### config.mk
export PLATFORM = sky130hd
export DESIGN_NAME = systolic_drain_is
export DESIGN_NICKNAME = d
export VERILOG_FILES = /design/src/rtl/systolic_drain_is.sv
export SDC_FILE = /design/constraint.sdc
export NUM_CORES = 1
export LEC_CHECK = 0
export BUFFER_PORTS_ARGS = -buffer_cell sky130_fd_sc_hd__buf_2
export CAP_MARGIN = 15
export CORE_UTILIZATION = 55
export CTS_CLUSTER_DIAMETER = 150
export DETAILED_ROUTE_END_ITERATION = 6
export PLACE_DENSITY = 0.74
export SYNTH_ARGS = -nofsm -noshare
export SYNTH_HDL_FRONTEND = slang
export SYNTH_SLANG_ARGS = --single-unit
### constraint.sdc
create_clock -name clk -period 16.6 [get_ports clk]
set_input_delay 0.83 -clock clk [delete_from_list [all_inputs] [get_ports clk]]
set_output_delay 0.83 -clock clk [all_outputs]
set_load 0.01 [all_outputs]
### src/rtl/systolic_drain_is.sv
// systolic_drain_is: output-side reader for the input-stationary systolic array.
// Deskews bottom-row MAC words, reduces each element and queues rows in a FIFO.
// Ports: clk, rst_n (async, active-low), reg_clear (sync flush),
//   in_valid/mac_in (skewed column words, column c lags column 0 by c cycles),
//   out_valid/out_ready/out_data (row stream), fifo_count, full,
//   stall_req (almost-full), overflow (sticky drop flag).
// Option macro DRAIN_SATURATE_EN: signed saturation instead of truncation,
//   and adds the sticky sat_flag output.
module systolic_drain_is #(
   parameter int COLS      = 4,
   parameter int WIDTH_MAC = 48,
   parameter int WIDTH_OUT = 32,
   parameter int DEPTH     = 8
) (
   input  logic                         clk,
   input  logic                         rst_n,
   input  logic                         reg_clear,
   input  logic                         in_valid,
   input  logic [COLS*WIDTH_MAC-1:0]    mac_in,
   output logic                         out_valid,
   input  logic                         out_ready,
   output logic [COLS*WIDTH_OUT-1:0]    out_data,
   output logic [$clog2(DEPTH+1)-1:0]   fifo_count,
   output logic                         full,
   output logic                         stall_req,
   output logic                         overflow
`ifdef DRAIN_SATURATE_EN
   ,
   output logic                         sat_flag
`endif
);

   localparam int CW = $clog2(DEPTH+1);
   localparam int PW = (DEPTH > 1) ? $clog2(DEPTH) : 1;
   localparam int RW = COLS*WIDTH_OUT;

   // valid delay line: row_valid lags in_valid by COLS-1 cycles
   logic [COLS-2:0] vld_q, vld_d;
   logic            row_valid;

   always_comb begin
      vld_d    = '0;
      vld_d[0] = in_valid;
      for (int i = 1; i < COLS-1; i++) vld_d[i] = vld_q[i-1];
      if (reg_clear) vld_d = '0;
   end

   always_ff @(posedge clk or negedge rst_n) begin
      if (!rst_n) vld_q <= '0;
      else        vld_q <= vld_d;
   end

   assign row_valid = vld_q[COLS-2];

   // column c is held back COLS-1-c cycles so all columns line up
   logic [WIDTH_MAC-1:0] aligned [COLS];

   for (genvar c = 0; c < COLS; c++) begin : g_col
      if (c == COLS-1) begin : g_pass
         assign aligned[c] = mac_in[c*WIDTH_MAC +: WIDTH_MAC];
      end else begin : g_dly
         localparam int N = COLS-1-c;
         logic [WIDTH_MAC-1:0] sh_q [N];
         logic [WIDTH_MAC-1:0] sh_d [N];

         always_comb begin
            sh_d[0] = mac_in[c*WIDTH_MAC +: WIDTH_MAC];
            for (int k = 1; k < N; k++) sh_d[k] = sh_q[k-1];
            if (reg_clear)
               for (int k = 0; k < N; k++) sh_d[k] = '0;
         end

         always_ff @(posedge clk or negedge rst_n) begin
            if (!rst_n) begin
               for (int k = 0; k < N; k++) sh_q[k] <= '0;
            end else begin
               sh_q <= sh_d;
            end
         end

         assign aligned[c] = sh_q[N-1];
      end
   end

   // element reduction
   logic [RW-1:0] row_red;
   logic          sat_any;

`ifdef DRAIN_SATURATE_EN
   always_comb begin
      row_red = '0;
      sat_any = 1'b0;
      for (int c = 0; c < COLS; c++) begin
         // in range when all bits above the output sign bit match it
         if ((&aligned[c][WIDTH_MAC-1:WIDTH_OUT-1]) ||
             !(|aligned[c][WIDTH_MAC-1:WIDTH_OUT-1])) begin
            row_red[c*WIDTH_OUT +: WIDTH_OUT] = aligned[c][WIDTH_OUT-1:0];
         end else begin
            sat_any = 1'b1;
            if (aligned[c][WIDTH_MAC-1])
               row_red[c*WIDTH_OUT +: WIDTH_OUT] = {1'b1, {(WIDTH_OUT-1){1'b0}}};
            else
               row_red[c*WIDTH_OUT +: WIDTH_OUT] = {1'b0, {(WIDTH_OUT-1){1'b1}}};
         end
      end
   end
`else
   logic unused_hi;

   always_comb begin
      row_red   = '0;
      sat_any   = 1'b0;
      unused_hi = 1'b0;
      for (int c = 0; c < COLS; c++) begin
         row_red[c*WIDTH_OUT +: WIDTH_OUT] = aligned[c][WIDTH_OUT-1:0];
         unused_hi = unused_hi ^ (^aligned[c]);
      end
      unused_hi = unused_hi ^ sat_any;
   end
`endif

   // row FIFO
   logic [RW-1:0] mem_q [DEPTH];
   logic [PW-1:0] wr_ptr_q, wr_ptr_d;
   logic [PW-1:0] rd_ptr_q, rd_ptr_d;
   logic [CW-1:0] count_q, count_d;
   logic          ovf_q, ovf_d;
   logic          sat_q, sat_d;
   logic          pop, full_w, accept;

   function automatic logic [PW-1:0] ptr_inc(input logic [PW-1:0] p);
      return (p == PW'(DEPTH-1)) ? '0 : p + 1'b1;
   endfunction

   always_comb begin
      pop      = (count_q != '0) && out_ready;
      full_w   = (count_q == CW'(DEPTH));
      // a pop in the same cycle frees the slot a full FIFO needs
      accept   = row_valid && (!full_w || pop);
      wr_ptr_d = wr_ptr_q;
      rd_ptr_d = rd_ptr_q;
      count_d  = count_q;
      ovf_d    = ovf_q;
      sat_d    = sat_q;
      if (reg_clear) begin
         wr_ptr_d = '0;
         rd_ptr_d = '0;
         count_d  = '0;
         ovf_d    = 1'b0;
         sat_d    = 1'b0;
      end else begin
         if (accept) wr_ptr_d = ptr_inc(wr_ptr_q);
         if (pop)    rd_ptr_d = ptr_inc(rd_ptr_q);
         if (accept && !pop)      count_d = count_q + 1'b1;
         else if (!accept && pop) count_d = count_q - 1'b1;
         if (row_valid && !accept) ovf_d = 1'b1;
         if (accept && sat_any)    sat_d = 1'b1;
      end
   end

   always_ff @(posedge clk or negedge rst_n) begin
      if (!rst_n) begin
         wr_ptr_q <= '0;
         rd_ptr_q <= '0;
         count_q  <= '0;
         ovf_q    <= 1'b0;
         sat_q    <= 1'b0;
      end else begin
         wr_ptr_q <= wr_ptr_d;
         rd_ptr_q <= rd_ptr_d;
         count_q  <= count_d;
         ovf_q    <= ovf_d;
         sat_q    <= sat_d;
      end
   end

   // storage needs no reset: out_data is gated by out_valid
   always_ff @(posedge clk) begin
      if (accept && !reg_clear) mem_q[wr_ptr_q] <= row_red;
   end

   assign out_valid  = (count_q != '0);
   assign out_data   = out_valid ? mem_q[rd_ptr_q] : '0;
   assign fifo_count = count_q;
   assign full       = full_w;
   assign stall_req  = (count_q >= CW'(DEPTH-COLS+1));
   assign overflow   = ovf_q;

`ifdef DRAIN_SATURATE_EN
   assign sat_flag = sat_q;
`else
   logic unused_sat;
   assign unused_sat = sat_q;
`endif

endmodule

==> summary.md, run 1 <==
| Metric | Value |
|---|---|
| Status | finished, final reports clean |
| Number of gates resized after CTS | 0 |
| Fraction of registers with async set/reset | 16.7% |
| Worst voltage drop across the vdd grid | 0.000164 V |
| Proportion of synthesized chip area in sequential cells | 78.5% |
| Simple-Gate Fraction of Synth Area | 4.19% |
| Detail Route Antenna Nets | 0 |
| Area delta synth->final | 14.0% |
| Setup repair bufs after CTS | 0 |
| Number of warning messages in the yosys log | 0 |
| Post-DR wirelength/cell | 25.2 um |
| CTS buffer count | 115 |
| Final worst path period need | 5.72 ns |
| Area of the die | 84300 sq um |
| Destination of the worst register-to-register timing path | mem_q[2][89] |
| Wirelength, routed | 90.7 mm |
| Fin crit share | 34.5% |
| Last weighted congestion value of the routability-driven placer | 0.720 |
| Half-perimeter wire length of the detailed placement result | 46.3 mm |
| Ports | 333 |
| Total number of H-tree levels | 3 |
| Crit-path max FO | 49 |
| Post-route setup TNS | 0 ns |
| Global-route usage over all layers | 21.9% |
| Site Rows | 105 |
| Area share of the largest cell type after synthesis | 67.2% |
| Maximum Capacitance Violations | 0 |
| Most used DFF post-synth | sky130_fd_sc_hd__edfxtp_1 |
| Clk root buf | sky130_fd_sc_hd__clkbuf_16 |
| Filler cell count | 5471 |
| Number of distinct library cell variants in the gate-level netlist after synthesis | 41 |
| Proportion of layout cells with a drive suffix above 1 | 29.9% |
| Net count after synthesis | 2330 |
| Worst path required time | 15.77 ns |
| Actual slew at the worst max-slew pin | 1.17 ns |
| Die span in x | 290 um |
| Power density relative to cell area | 139 nW/um^2 |
| Category of cells accounting for the largest share of critical-path delay | buffers and inverters |
| Number of buffers inserted for hold repair after clock tree synthesis | 0 |
| Fin util | 63.4% |
| Starting utilization of the core area | 55.6% |
| Clock net sink count | 1230 |
| Compound-cell area share of the yosys netlist | 0.301% |
| Total leakage power | 17.9 nW |
| Leading area contributor after synthesis | sky130_fd_sc_hd__edfxtp_1 |
| Peak per-stage delay on the critical path | 0.92 ns |
| Synthesized cell area | 45700 sq um |
| Share of synthesized cell area in full adder, half adder and majority cells | 0.208% |
| WS Path Type | flip-flop to output pin |
| First-pass GRT wire length | 138 mm |
| Largest net degree at the start of global routing | 129 |
| PortBufs | 268 |
| Cell with the most instances after synthesis | sky130_fd_sc_hd__edfxtp_1 |
| Hold Fails Final Rpt | 0 |
| Count of final setup violators | 0 |
| Register bit count reported by yosys | 1230 |
| Worst Path Arrival | 4.89 ns |
| GRT Residual Overflow | 0 |
| Routed via count | 21000 |
| DRT Pass-1 Iters | 5 |
| Critical-path cell list | buf_4 -> buf_4 -> buf_4 -> mux4_2 -> mux2i_1 -> nor2_1 -> buf_2 |
| DR iter-0 viols | 1588 |
| Detailed-route vias per instance | 5.81 |
| Worst clock skew | 0.0255 ns |
| Synth cell count leaders | sky130_fd_sc_hd__edfxtp_1, sky130_fd_sc_hd__mux4_2, sky130_fd_sc_hd__dfrtp_1, sky130_fd_sc_hd__nor2b_1, sky130_fd_sc_hd__nor2_1 |
| Cell repeated most along the worst path | sky130_fd_sc_hd__buf_4 |
| Clock-pin slew on the worst setup and hold paths | 0.06 ns |
| CTS tree | done |
| Count of placed standard cells including taps | 3384 |
| Antenna violations before repair | 1 |
| Number of global-route vias before repair | 22500 |
| Top cells by area, synth | sky130_fd_sc_hd__edfxtp_1, sky130_fd_sc_hd__mux4_2, sky130_fd_sc_hd__dfrtp_1 |
| Non-filler instance count after layout | 3605 |
| Number of design rule violations left after detail routing | 0 |
| Maximum clock frequency | 175 MHz |
| Depth of the worst register-to-register path | 5 |
| Floorplan die height | 290 um |
| Share of synthesized area spent on multiplexers | 15.4% |
| Internal reg-to-reg setup slack | 13.28 ns |
| Setup repair after global routing missed its margin | false |
| CTS Buffer Depth | 3 |
| HP Class | input port to async pin |
| Mean instance size in the synthesized netlist | 21.5 sq um |
| Standard cell core area | 82200 sq um |
| Final count of pins violating max slew | 0 |
| Post-synthesis share of cell area spent on xor and xnor gates | 0.0766% |
| Count of flip-flops with a built-in enable after synthesis | 1024 |
| Worst path slowest cell | sky130_fd_sc_hd__buf_4 |
| Crit path buffers/inverters | 4 |
| Gate count of the mapped netlist | 2126 |
| Relative max-transition margin | 22.3% |
| Kind of start point of the critical path | flip-flop |
| Number of nets in the finished design | 2636 |
| Combinational family with the most area after synthesis | multiplexers |
| Critical register-to-register path startpoint | fifo_count[0] |
| Setup crit end kind | output pin |
| Antenna Diode Count | 0 |
| Worst skew pair latency | 0.68 ns |
area by class of cell:
cell class,count,area (sq um),area share [%]
repair buffers,303,1690,3.25
clock inverters,52,557,1.07
inverters,5,18.8,0.0360
multi-input cells,777,9300,17.8
clock buffers,168,3330,6.39
well taps,1070,1340,2.57
flip-flops and latches,1230,35900,68.9
cell families after synthesis:
logic type | after synthesis
AND/OR/NAND/NOR | 362
AO/OA/AOI/OAI | 19
buffers and inverters | 119
multiplexers | 385
flip-flops | 1230
adder cells (fa/ha/maj) | 7
XOR/XNOR | 4
cells in the final DEF, fill, tap and decap left out, types with 18 or more instances in the layout:
cell type / synthesis / routed
sky130_fd_sc_hd__clkbuf_8: 0 / 18
sky130_fd_sc_hd__mux4_2: 256 / 256
sky130_fd_sc_hd__nor2_1: 137 / 134
sky130_fd_sc_hd__clkbuf_1: 42 / 32
sky130_fd_sc_hd__clkinv_2: 0 / 20
sky130_fd_sc_hd__dfrtp_1: 206 / 203
sky130_fd_sc_hd__mux2i_1: 129 / 129
sky130_fd_sc_hd__edfxtp_1: 1024 / 1024
sky130_fd_sc_hd__clkbuf_16: 0 / 119
sky130_fd_sc_hd__nor2b_1: 196 / 196
sky130_fd_sc_hd__buf_2: 39 / 266
sky130_fd_sc_hd__buf_4: 23 / 30
power breakdown:
group / switching, mW / total [mW] / internal (mW) / leakage [nW]
clock: 1.10 / 2.65 / 1.55 / 1.91
combinational: 0.652 / 1.16 / 0.506 / 3.85
sequential: 0.0593 / 3.43 / 3.37 / 12.2
total: 1.81 / 7.23 / 5.42 / 17.9
through the flow:
step	worst slack, ns	cell area (sq um)	hold WS, ns	power (mW)
2_1_floorplan	1.38	45700	0.439	4.24
3_3_place_gp	11.38	48200	0.441	4.65
3_5_place_dp	11.36	48200	0.450	4.67
4_1_cts	10.61	52100	0.176	7.30
5_1_grt	10.36	52200	0.205	7.49
6_report	10.88	52200	0.168	7.23
worst max-delay path by stage:
stage           startpoint            to  slack, ns  depth (start not counted)
3_3_place_gp   rd_ptr_q[0]  out_data[82]      11.38                          7
3_5_place_dp   rd_ptr_q[0]  out_data[82]      11.36                          7
6_report       rd_ptr_q[0]  out_data[82]      10.88                          7
5_1_grt        rd_ptr_q[0]  out_data[82]      10.36                          7
4_1_cts        rd_ptr_q[0]  out_data[82]      10.61                          7
2_1_floorplan    reg_clear   mem_q[0][0]       1.38                          3
routing by layer:
metal	vias to the layer above	global-route usage, %	wire length (um)
li1	9019	-	-
met1	11100	30.1	37400
met2	665	36.7	46200
met3	120	3.52	5190
met4	0	6.47	1970
met5	-	0	0
registers in the layout (all words and copies together), names as in the netlist:
signal / cells
vld_q: 3
overflow: 1
fifo_count: 4
wr_ptr_q: 3
rd_ptr_q: 3
g_col.g_dly.sh_q: 128
aligned: 64
mem_q: 1024
Power figures use the tool's default switching activity.
==> run 2: changes to the inputs <==
- ABC_AREA: not set -> 1
- clock period: 16.6 -> 5.58 ns (I/O delays scaled with it)
==> run 2 against run 1 <==
Combinational power rose to 5.2 times the previous value; highest routed layer unchanged; synthesized cell count grew 76%; non-clock buffer count is 128 higher; clock power increased to 3.0 times the previous value; die area is 3.2% higher; routed wire length increased by 14%; via count grew 38%; global-route usage up 2.2 points; register-to-register slack got worse by 11 ns; hold slack worse by 0.015 ns; sequential share of layout area decreased by 3.1 points.
==> summary.md, run 2 <==
| Metric | Value |
|---|---|
| Status | finished, final reports clean |
| Layout Cell Area excl Fill | 54600 sq um (+4.8%) |
| Clk root buf | sky130_fd_sc_hd__clkbuf_16 |
| CTS buffer count | 117 (+1.7%) |
| Proportion of layout cells with a drive suffix above 1 | 12.0% (-18 points) |
| Register bit count reported by yosys | 1230 (unchanged) |
| Worst Path Arrival | 3.83 ns (-1.06 ns) |
| Crit-path max FO | 213 (+330%) |
| Number of warning messages in the yosys log | 0 (unchanged) |
| WS Path Type | flip-flop to output pin |
| HP Class | input port to async pin |
| Area share of the largest cell type after synthesis | 65.2% (-2.1 points) |
| Internal reg-to-reg setup slack | 2.52 ns (-10.76 ns) |
| Largest net degree at the start of global routing | 214 (+66%) |
| Maximum clock frequency | 243 MHz |
| Maximum Capacitance Violations | 0 (unchanged) |
| Top cells by area, synth | sky130_fd_sc_hd__edfxtp_1, sky130_fd_sc_hd__dfrtp_1, sky130_fd_sc_hd__nor2_1 |
| Detail Route Antenna Nets | 0 (unchanged) |
| Area of the die | 87000 sq um (+3.2%) |
| Area occupied by registers | 35900 sq um (unchanged) |
| Number of buffers inserted for hold repair after clock tree synthesis | 131 (+131) |
| Post-DR wirelength/cell | 19.5 um (-22%) |
| Mean instance size in the synthesized netlist | 12.6 sq um (-41%) |
| Number of nets in the finished design | 4256 (+61%) |
| Non-filler instance count after layout | 5305 (+47%) |
| DR iter-0 viols | 2432 (+53%) |
| Category of cells accounting for the largest share of critical-path delay | flip-flops |
| Routed via count | 28900 (+38%) |
| Fraction of registers with async set/reset | 16.7% (unchanged) |
| Ports | 333 (unchanged) |
| Setup repair after global routing missed its margin | false |
| Detailed-route vias per instance | 5.46 (-6.1%) |
| Final worst path period need | 4.11 ns |
| Fin crit share | 73.7% |
| Synth cell count leaders | sky130_fd_sc_hd__nor2_1, sky130_fd_sc_hd__edfxtp_1, sky130_fd_sc_hd__o21ai_0, sky130_fd_sc_hd__inv_1, sky130_fd_sc_hd__dfrtp_1 |
| Clock-pin slew on the worst setup and hold paths | 0.06 ns (about the same) |
| Count of flip-flops with a built-in enable after synthesis | 1024 (unchanged) |
| Global-route usage over all layers | 24.1% (+2.2 points) |
| Die span in x | 295 um (+1.6%) |
| Starting utilization of the core area | 55.4% (-0.19 points) |
| Proportion of synthesized chip area in sequential cells | 76.1% (-2.4 points) |
| Hold Fails Final Rpt | 0 (unchanged) |
| Last weighted congestion value of the routability-driven placer | 0.739 (+2.6%) |
| PortBufs | 268 (unchanged) |
| First-pass GRT wire length | 160 mm (+16%) |
| Multi-input gate area in the final layout | 9360 sq um (+0.59%) |
| Net count after synthesis | 3941 (+69%) |
| Power density relative to cell area | 444 nW/um^2 (+220%) |
| Synthesized cell area | 47200 sq um (+3.2%) |
| CTS Buffer Depth | 3 (unchanged) |
| Total number of H-tree levels | 3 (unchanged) |
| Peak per-stage delay on the critical path | 1.14 ns (+0.22 ns) |
| Worst voltage drop across the vdd grid | 0.000330 V (+100%) |
| Site Rows | 107 (+1.9%) |
| Kind of start point of the critical path | flip-flop |
| DRT Pass-1 Iters | 5 (unchanged) |
| Setup crit end kind | output pin |
| Commonest cells after routing, fill and taps aside | sky130_fd_sc_hd__nor2_1, sky130_fd_sc_hd__edfxtp_1, sky130_fd_sc_hd__o21ai_0 |
| Worst path required time | 5.30 ns (-10.47 ns) |
| Number of gates resized after CTS | 0 (unchanged) |
| Cell with the most instances after synthesis | sky130_fd_sc_hd__nor2_1 |
| Most used DFF post-synth | sky130_fd_sc_hd__edfxtp_1 |
| Half-perimeter wire length of the detailed placement result | 47.3 mm (+2.0%) |
| Number of design rule violations left after detail routing | 0 (unchanged) |
| Floorplan die height | 295 um (+1.6%) |
| Filler cell count | 6219 (+14%) |
| Total leakage power | 20.5 nW (+15%) |
| Antenna violations before repair | 3 (+2) |
| Worst skew pair latency | 0.68 ns (about the same) |
| Standard cell core area | 85100 sq um (+3.5%) |
| Number of distinct library cell variants in the gate-level netlist after synthesis | 23 (-44%) |
| CTS tree | done |
| Worst path slowest cell | sky130_fd_sc_hd__dfrtp_4 |
| Number of global-route vias before repair | 28300 (+26%) |
| Biggest register | mem_q |
| Final Power | 24.3 mW (+240%) |
| Relative max-transition margin | 23.4% (+1.1 points) |
| Max FFs per register | 1024 (unchanged) |
| Critical-path cell list | buf_12 -> o21ai_0 -> o211ai_1 -> nand2_1 -> nor2_1 -> buf_2 |
| Gate count of the mapped netlist | 3737 (+76%) |
| Cell area after placement | 49300 sq um (+2.3%) |
| Wirelength, routed | 104 mm (+14%) |
| Final count of pins violating max slew | 0 (unchanged) |
| Leading area contributor after synthesis | sky130_fd_sc_hd__edfxtp_1 |
| Count of placed standard cells including taps | 4946 (+46%) |
| Clock net sink count | 1230 (unchanged) |
| Worst clock skew | 0.0210 ns (-0.00451 ns) |
| Area delta synth->final | 15.8% |
| Setup repair bufs after CTS | 0 (unchanged) |
| Crit path buffers/inverters | 2 (-2) |
| GRT Residual Overflow | 0 (unchanged) |
| Count of final setup violators | 0 (unchanged) |
| Most frequent standard cell in the layout excluding fill and tap cells | sky130_fd_sc_hd__nor2_1 |
| Actual slew at the worst max-slew pin | 1.15 ns (-0.0168 ns) |
run 2: cell types whose count changed after synthesis, moves of 152 or more:
cell / before / now
sky130_fd_sc_hd__nor2_1: 137 / 1105
sky130_fd_sc_hd__o21ai_0: 2 / 468
sky130_fd_sc_hd__mux4_2: 256 / 0
sky130_fd_sc_hd__inv_1: 5 / 208
sky130_fd_sc_hd__nor2b_1: 196 / 0
sky130_fd_sc_hd__nand2_1: 9 / 161
run 2: layout make-up:
cell class / instances / area share, %
Clock inverter: 65 / 1.27
Timing Repair Buffer: 431 / 5.76
Clock buffer: 159 / 6.02
Multi-Input combinational cell: 2062 / 17.1
Antenna cell: 4 / 0.0183
Tap cell: 1144 / 2.62
Sequential cell: 1230 / 65.7
Inverter: 210 / 1.46
run 2: final timing paths:
kind | from | end | cells past startpoint
max reg2reg | fifo_count[3] | mem_q[2][21] | 8
min reg2reg | g_col[0].g_dly.sh_q[126] | g_col[0].g_dly.sh_q[78] | 2
max | rd_ptr_q[0] | out_data[0] | 6
min in group clk | reg_clear | g_col[2].g_dly.sh_q[29] | 2
max in group asynchronous | rst_n | g_col[1].g_dly.sh_q[52] | 3
min | rst_n | g_col[2].g_dly.sh_q[20] | 2
run 2: cells by family after synthesis:
kind of cell | Yosys count | synth area share, %
AOI/OAI and AO/OA | 778 | 9.27
DFF | 1230 | 76.1
xor gates and xnor gates | 1 | 0.0186
and+or+nand+nor | 1276 | 10.2
buffers and inverters | 445 | 4.25
adders and majority gates | 7 | 0.201
run 2: metal layers:
layer	global-route usage, %	up-vias	share of wire (%)
li1	-	13700	-
met2	41.0	982	50
met1	32.1	14100	41
met3	3.08	170	6.3
met5	0	-	0
met4	8.43	0	2.7
run 2: stage by stage:
stage | TNS, ns | setup WS [ns] | utilization (%) | hold WS (ns)
2_1_floorplan | -1250.41 | -1.40 | - | -0.0166
3_3_place_gp | 0 | 2.25 | 57.9 | 0.317
3_5_place_dp | 0 | 2.22 | 57.9 | 0.317
4_1_cts | 0 | 1.48 | 64.2 | 0.182
5_1_grt | 0 | 1.24 | 64.2 | 0.219
6_report | 0 | 1.47 | 64.2 | 0.153
run 2: report_power, final:
part | switching, mW | internal, mW
Sequential | 0.222 | 10.0
Combinational | 4.16 | 1.87
Clock | 3.31 | 4.70
